==> config.mk <==
export PLATFORM = sky130hd
export DESIGN_NAME = imm_gen_pipe
export DESIGN_NICKNAME = d
export VERILOG_FILES = /design/src/rtl/imm_gen_pipe.sv
export SDC_FILE = /design/constraint.sdc
export NUM_CORES = 1
export LEC_CHECK = 0
export CAP_MARGIN = 20
export CORE_MARGIN = 1
export CORE_UTILIZATION = 47
export DETAILED_ROUTE_END_ITERATION = 7
export GPL_TIMING_DRIVEN = 0
export PLACE_DENSITY = 0.83
export SETUP_SLACK_MARGIN = 0.2
export SKIP_LAST_GASP = 1
export SYNTH_ARGS = -nofsm -noshare
export SYNTH_HDL_FRONTEND = slang
export SYNTH_SLANG_ARGS = --single-unit
==> constraint.sdc <==
create_clock -name clk -period 2.1 [get_ports clk]
set_clock_uncertainty 0.2 [all_clocks]
set_input_delay 0.42 -clock clk [delete_from_list [all_inputs] [get_ports clk]]
set_output_delay 0.42 -clock clk [all_outputs]
set_load 0.03 [all_outputs]
==> src/rtl/imm_gen_pipe.sv <==
// LEGv8 immediate generator: combinational decode of D/CB/B/I/IW formats
// feeding a PIPE_STAGES-deep valid/ready register chain with flush and error count.
module imm_gen_pipe #(
    parameter int XLEN         = 64,
    parameter int PIPE_STAGES  = 1,
    parameter int SHIFT_BRANCH = 0,
    parameter int TAG_W        = 8
) (
    input  logic             clk,
    input  logic             reset_n,
    input  logic             flush,
    input  logic             in_valid,
    output logic             in_ready,
    input  logic [31:0]      instr,
    input  logic [TAG_W-1:0] in_tag,
    output logic             out_valid,
    input  logic             out_ready,
    output logic [XLEN-1:0]  imm,
    output logic [2:0]       fmt,
    output logic [TAG_W-1:0] out_tag,
    output logic [15:0]      err_cnt
);

    localparam logic [2:0] FMT_NONE = 3'd0;
    localparam logic [2:0] FMT_D    = 3'd1;
    localparam logic [2:0] FMT_CB   = 3'd2;
    localparam logic [2:0] FMT_B    = 3'd3;
    localparam logic [2:0] FMT_I    = 3'd4;
    localparam logic [2:0] FMT_IW   = 3'd5;

    logic [XLEN-1:0] imm_d;
    logic [2:0]      fmt_d;

    always_comb begin
        imm_d = '0;
        fmt_d = FMT_NONE;
        if (instr[31:21] == 11'b11111000010 || instr[31:21] == 11'b11111000000) begin
            fmt_d = FMT_D;
            imm_d = {{(XLEN-9){instr[20]}}, instr[20:12]};
        end else if (instr[31:25] == 7'b1011010) begin
            fmt_d = FMT_CB;
            imm_d = {{(XLEN-19){instr[23]}}, instr[23:5]};
            if (SHIFT_BRANCH != 0) imm_d = {imm_d[XLEN-3:0], 2'b00};
        end else if (instr[31:26] == 6'b000101) begin
            fmt_d = FMT_B;
            imm_d = {{(XLEN-26){instr[25]}}, instr[25:0]};
            if (SHIFT_BRANCH != 0) imm_d = {imm_d[XLEN-3:0], 2'b00};
        end else if (instr[31:22] == 10'b1001000100 || instr[31:22] == 10'b1101000100) begin
            fmt_d = FMT_I;
            imm_d = {{(XLEN-12){1'b0}}, instr[21:10]};
        end else if (instr[31:23] == 9'b110100101) begin
            // A 32-bit immediate cannot hold the upper two MOVZ half-words.
            if (!(XLEN == 32 && instr[22])) begin
                fmt_d = FMT_IW;
                imm_d = {{(XLEN-16){1'b0}}, instr[20:5]} << {instr[22:21], 4'b0000};
            end
        end
    end

    // Valid/ready: a transfer happens on a rising edge where valid && ready;
    // the producer holds its data stable while valid && !ready.
    logic [PIPE_STAGES-1:0] v;
    logic [PIPE_STAGES-1:0] adv;
    logic [PIPE_STAGES-1:0] src_v;
    logic [XLEN-1:0]        imm_r   [PIPE_STAGES];
    logic [2:0]             fmt_r   [PIPE_STAGES];
    logic [TAG_W-1:0]       tag_r   [PIPE_STAGES];
    logic [XLEN-1:0]        src_imm [PIPE_STAGES];
    logic [2:0]             src_fmt [PIPE_STAGES];
    logic [TAG_W-1:0]       src_tag [PIPE_STAGES];

    // A stage advances if any stage at or after it is empty, or the consumer takes.
    always_comb begin
        for (int i = 0; i < PIPE_STAGES; i++) begin
            adv[i] = out_ready;
            for (int j = i; j < PIPE_STAGES; j++) begin
                if (!v[j]) adv[i] = 1'b1;
            end
        end
    end

    assign in_ready = adv[0] && !flush;

    always_comb begin
        src_v[0]   = in_valid && in_ready;
        src_imm[0] = imm_d;
        src_fmt[0] = fmt_d;
        src_tag[0] = in_tag;
        for (int i = 1; i < PIPE_STAGES; i++) begin
            src_v[i]   = v[i-1];
            src_imm[i] = imm_r[i-1];
            src_fmt[i] = fmt_r[i-1];
            src_tag[i] = tag_r[i-1];
        end
    end

    always_ff @(posedge clk or negedge reset_n) begin
        if (!reset_n) begin
            v <= '0;
            for (int i = 0; i < PIPE_STAGES; i++) begin
                imm_r[i] <= '0;
                fmt_r[i] <= '0;
                tag_r[i] <= '0;
            end
        end else begin
            for (int i = 0; i < PIPE_STAGES; i++) begin
                if (flush) begin
                    v[i] <= 1'b0;
                end else if (adv[i]) begin
                    v[i] <= src_v[i];
                end
                if (!flush && adv[i] && src_v[i]) begin
                    imm_r[i] <= src_imm[i];
                    fmt_r[i] <= src_fmt[i];
                    tag_r[i] <= src_tag[i];
                end
            end
        end
    end

    assign out_valid = v[PIPE_STAGES-1];
    assign imm       = imm_r[PIPE_STAGES-1];
    assign fmt       = fmt_r[PIPE_STAGES-1];
    assign out_tag   = tag_r[PIPE_STAGES-1];

    always_ff @(posedge clk or negedge reset_n) begin
        if (!reset_n) begin
            err_cnt <= '0;
        end else if (out_valid && out_ready && fmt == FMT_NONE && err_cnt != 16'hFFFF) begin
            err_cnt <= err_cnt + 16'd1;
        end
    end

endmodule

==> results.py <==
metrics = {
    "yosys": {
        "synth_xor_xnor_area_share_pct": 2.69,
        "avgSynthCellArea_sq_um": 10.4,
        "syn_inst": 437,
        "syn_area_sq_um": 4560,
        "ys_top_cells_by_area": "dfrtp_1 51%, a221o_1 6.6%, nand2_1 4.7%",
        "synth_cell_types": 57,
        "yosysTopAreaCellShare_pct": 50.5,
        "synth_edf_count": 0,
        "ys_warn_count": 0,
        "synth_area_leader_cell": "dfrtp_1",
        "ys.flop_type": "dfrtp_1",
        "async_reset_ff_share_pct": 100,
        "synth.area.mux_share_pct": 0.494,
        "synth-simple-area-share_pct": 18.8,
        "synth_compound_area_share_pct": 23.1,
        "synthAdderAreaFrac_pct": 0.275,
        "synth_top_family_by_area": "compound AO/OA/AOI/OAI gates",
        "synth_nets": 483,
        "yosysSeqAreaShare_pct": 50.5,
        "ys_ff_latch": 92,
    },
    "routing": {
        "drc_errors": 0,
        "drt_wl_total_mm": 16.2,
        "avgViaCountPerCell": 6.27,
        "antenna_left": 0,
        "dr.pass1.iters": 7,
        "wire_per_inst_um": 21.4,
        "drt_iter0_drc": 482,
        "num_vias": 4763,
    },
    "sta": {
        "rsz0062_at_grt": "true",
        "setup_ws_ns": 0.135,
        "slew_violations": 0,
        "hold_viol": 0,
        "max_slew_margin_pct": 54.3,
        "worst_pin_slew_ns": 0.685,
        "period_minus_slack_ns": 1.97,
        "fin_crit_sh_pct": 93.6,
        "max_clock_freq_mhz": 509,
        "setup_violations": 0,
    },
    "cts": {
        "cts_tree": "built",
        "clock_sinks": 92,
        "clock_path_buffers": 2,
        "cts_buffers": 9,
        "htree_levels": 3,
        "clk_latency_ns": 0.37,
        "clk_pin_slew_ns": 0.10,
        "cts_root_buf": "clkbuf_8",
    },
    "global_route": {
        "grt_pass1_wl_mm": 24.8,
        "antenna_found_initial": 0,
        "grt-ovfl-total": 0,
        "grt_pass1_vias": 4721,
        "grt_max_degree": 57,
        "track_usage_pct": 32.2,
    },
    "power": {
        "power_density_nw_per_um2": 604,
        "leakage_nw": 3.41,
        "peakVddDrop_mv": 0.385,
        "power_w": 0.00418,
    },
    "worst_setup_path": {
        "cp_top_family": "simple AND/OR/NAND/NOR gates",
        "worstSetupEndpointType": "flop",
        "worst-path-buf-inv": 1,
        "critical-path-slowest-cell": "dfrtp_2",
        "worstSetupPathType": "reg2reg",
        "setup.worst_path.end": "err_cnt[12]",
        "rrSetupSlack_ns": 0.13,
        "cp.required_ns": 2.16,
        "worstPathCellList": "nor4b_4, buf_4, nand4_1, nor3_2, mux2_4",
        "slowest_delay_ns": 0.45,
        "worstPathMaxFanout": 5,
        "arrival_ns": 2.03,
        "cp-startpoint": "fmt[0]",
        "path_depth": 5,
        "start_kind": "flop",
        "r2r-start": "fmt[0]",
        "reg2reg_depth": 5,
        "worst_r2r_endpoint": "err_cnt[12]",
    },
    "placement": {
        "place_area_sq_um": 6140,
        "pre_cts_slack_ns": -0.744,
        "place_congestion": 0.945,
        "place_inst": 699,
        "place.port_buffers": 132,
        "dpl.hpwl_mm": 10.6,
    },
    "floorplanning": {
        "coreArea_sq_um": 9330,
        "die_y_um": 100,
        "ios": 138,
        "fp-row-count": 35,
        "die_w_um": 100,
        "initial_utilization_pct": 48.8,
        "dieArea_sq_um": 10100,
    },
    "final_layout": {
        "areaGrowthSynthToFinish_pct": 51.8,
        "nNetsFinal": 671,
        "finalInstanceArea_sq_um": 6910,
        "drive_above_1_share_pct": 25.1,
        "post-route-util_pct": 74.1,
        "final_common_cell": "dlygate4sd2_1",
        "mostFrequentLayoutCells": "93 x dlygate4sd2_1, 83 x dfrtp_1, 56 x nand2_1",
        "layoutNonFillerInstCount": 760,
    },
    "min_path": {
        "hp-class": "in2reg",
    },
    "run_status": {
        "status": "finished, final reports clean",
    },
    "run": {
        "drv_cap": 0,
    },
}
==> registers in the layout, indices dropped and copies added, names as in the netlist <==
signal and flops:
err_cnt 16, out_tag 8, out_valid 1, imm 64
fmt 3
==> how the worst min path moves through the flow <==
stage,start,endpoint,cells after the start
floorplan,reset_n,err_cnt[0],0
global placement,out_tag[1],out_tag[1],2
detailed placement,reset_n,err_cnt[11],1
CTS,flush,out_valid,2
global route,in_valid,out_valid,3
finish,in_valid,out_valid,3
==> cells by family after synthesis <==
kind of cell | count (synthesis)
xor+xnor | 14
compound gates | 136
buf+inv | 43
mux | 2
simple gates | 149
fa+ha+maj | 1
flops | 92
==> report_power, final <==
part | switching [W] | internal [W] | total (W)
combinational | 0.000655 | 0.000416 | 0.00107
sequential | 0.000100 | 0.00190 | 0.00200
clock | 0.000663 | 0.000442 | 0.00111
==> metal layers <==
metal | GRT usage (%) | up-vias | wire [um]
met5 | 0 | - | 0
met4 | 18.1 | 0 | 831
met3 | 6.03 | 71 | 1490
met2 | 51.7 | 330 | 7740
met1 | 41.3 | 2316 | 6180
li1 | - | 2046 | -
==> final cells by class <==
| class | count | area, sq um |
|---|---|---|
| inverters | 7 | 26.3 |
| flip-flops and latches | 92 | 2310 |
| clock inverters | 6 | 46.3 |
| well taps | 129 | 161 |
| repair buffers | 177 | 1570 |
| plain buffers | 36 | 318 |
| multi-input cells | 302 | 2350 |
| clock buffers | 10 | 128 |
| fillers | 676 | 2410 |
| diodes | 1 | 2.50 |
==> worst register-to-register path: stages (launching register included) <==
cell and delay, ns:
dfrtp_2 0.45, nor4b_4 0.26, buf_4 0.17, nand4_1 0.23, nor3_2 0.23, mux2_4 0.32
==> synth_stat cells, types with 2 or more instances <==
master / n
o31ai_1: 5
nand2_1: 57
nor3_1: 4
nand3_1: 15
and3_1: 4
xnor2_1: 2
a211oi_1: 4
nor4b_1: 2
a22oi_1: 6
a21oi_1: 20
nand4_1: 6
nor2b_1: 2
a221o_1: 30
buf_2: 15
o211ai_1: 12
nor3_2: 2
o21ai_0: 13
nand2b_1: 4
and4bb_2: 2
o2111ai_1: 3
a2bb2oi_1: 6
xor2_1: 12
nor4b_4: 2
clkbuf_1: 17
dfrtp_1: 92
nor4_4: 2
buf_1: 2
a31oi_1: 9
inv_1: 7
and2_1: 4
nor2_1: 27
mux2_2: 2
buf_4: 2
a221oi_1: 14
and4_1: 4
a32oi_1: 6
==> stage by stage <==
stage          hold WS [ns]  TNS [ns]
2_1_floorplan       -0.0756         0
3_3_place_gp          0.260   -312.71
3_5_place_dp          0.220    -47.50
4_1_cts               0.216         0
5_1_grt               0.239         0
6_report              0.226         0
==> repair_timing <==
| item | in CTS | in global routing |
|---|---|---|
| pin swaps | 17 | 12 |
| gates cloned | 3 | 1 |
| resized for setup | 199 | 54 |
| setup endpoints to repair | 178 | 84 |
| hold buffers | 1 | 0 |
| setup buffers | 27 | 12 |
| hold endpoints to repair | 36 | 0 |
(Power assumes the default switching activity.)
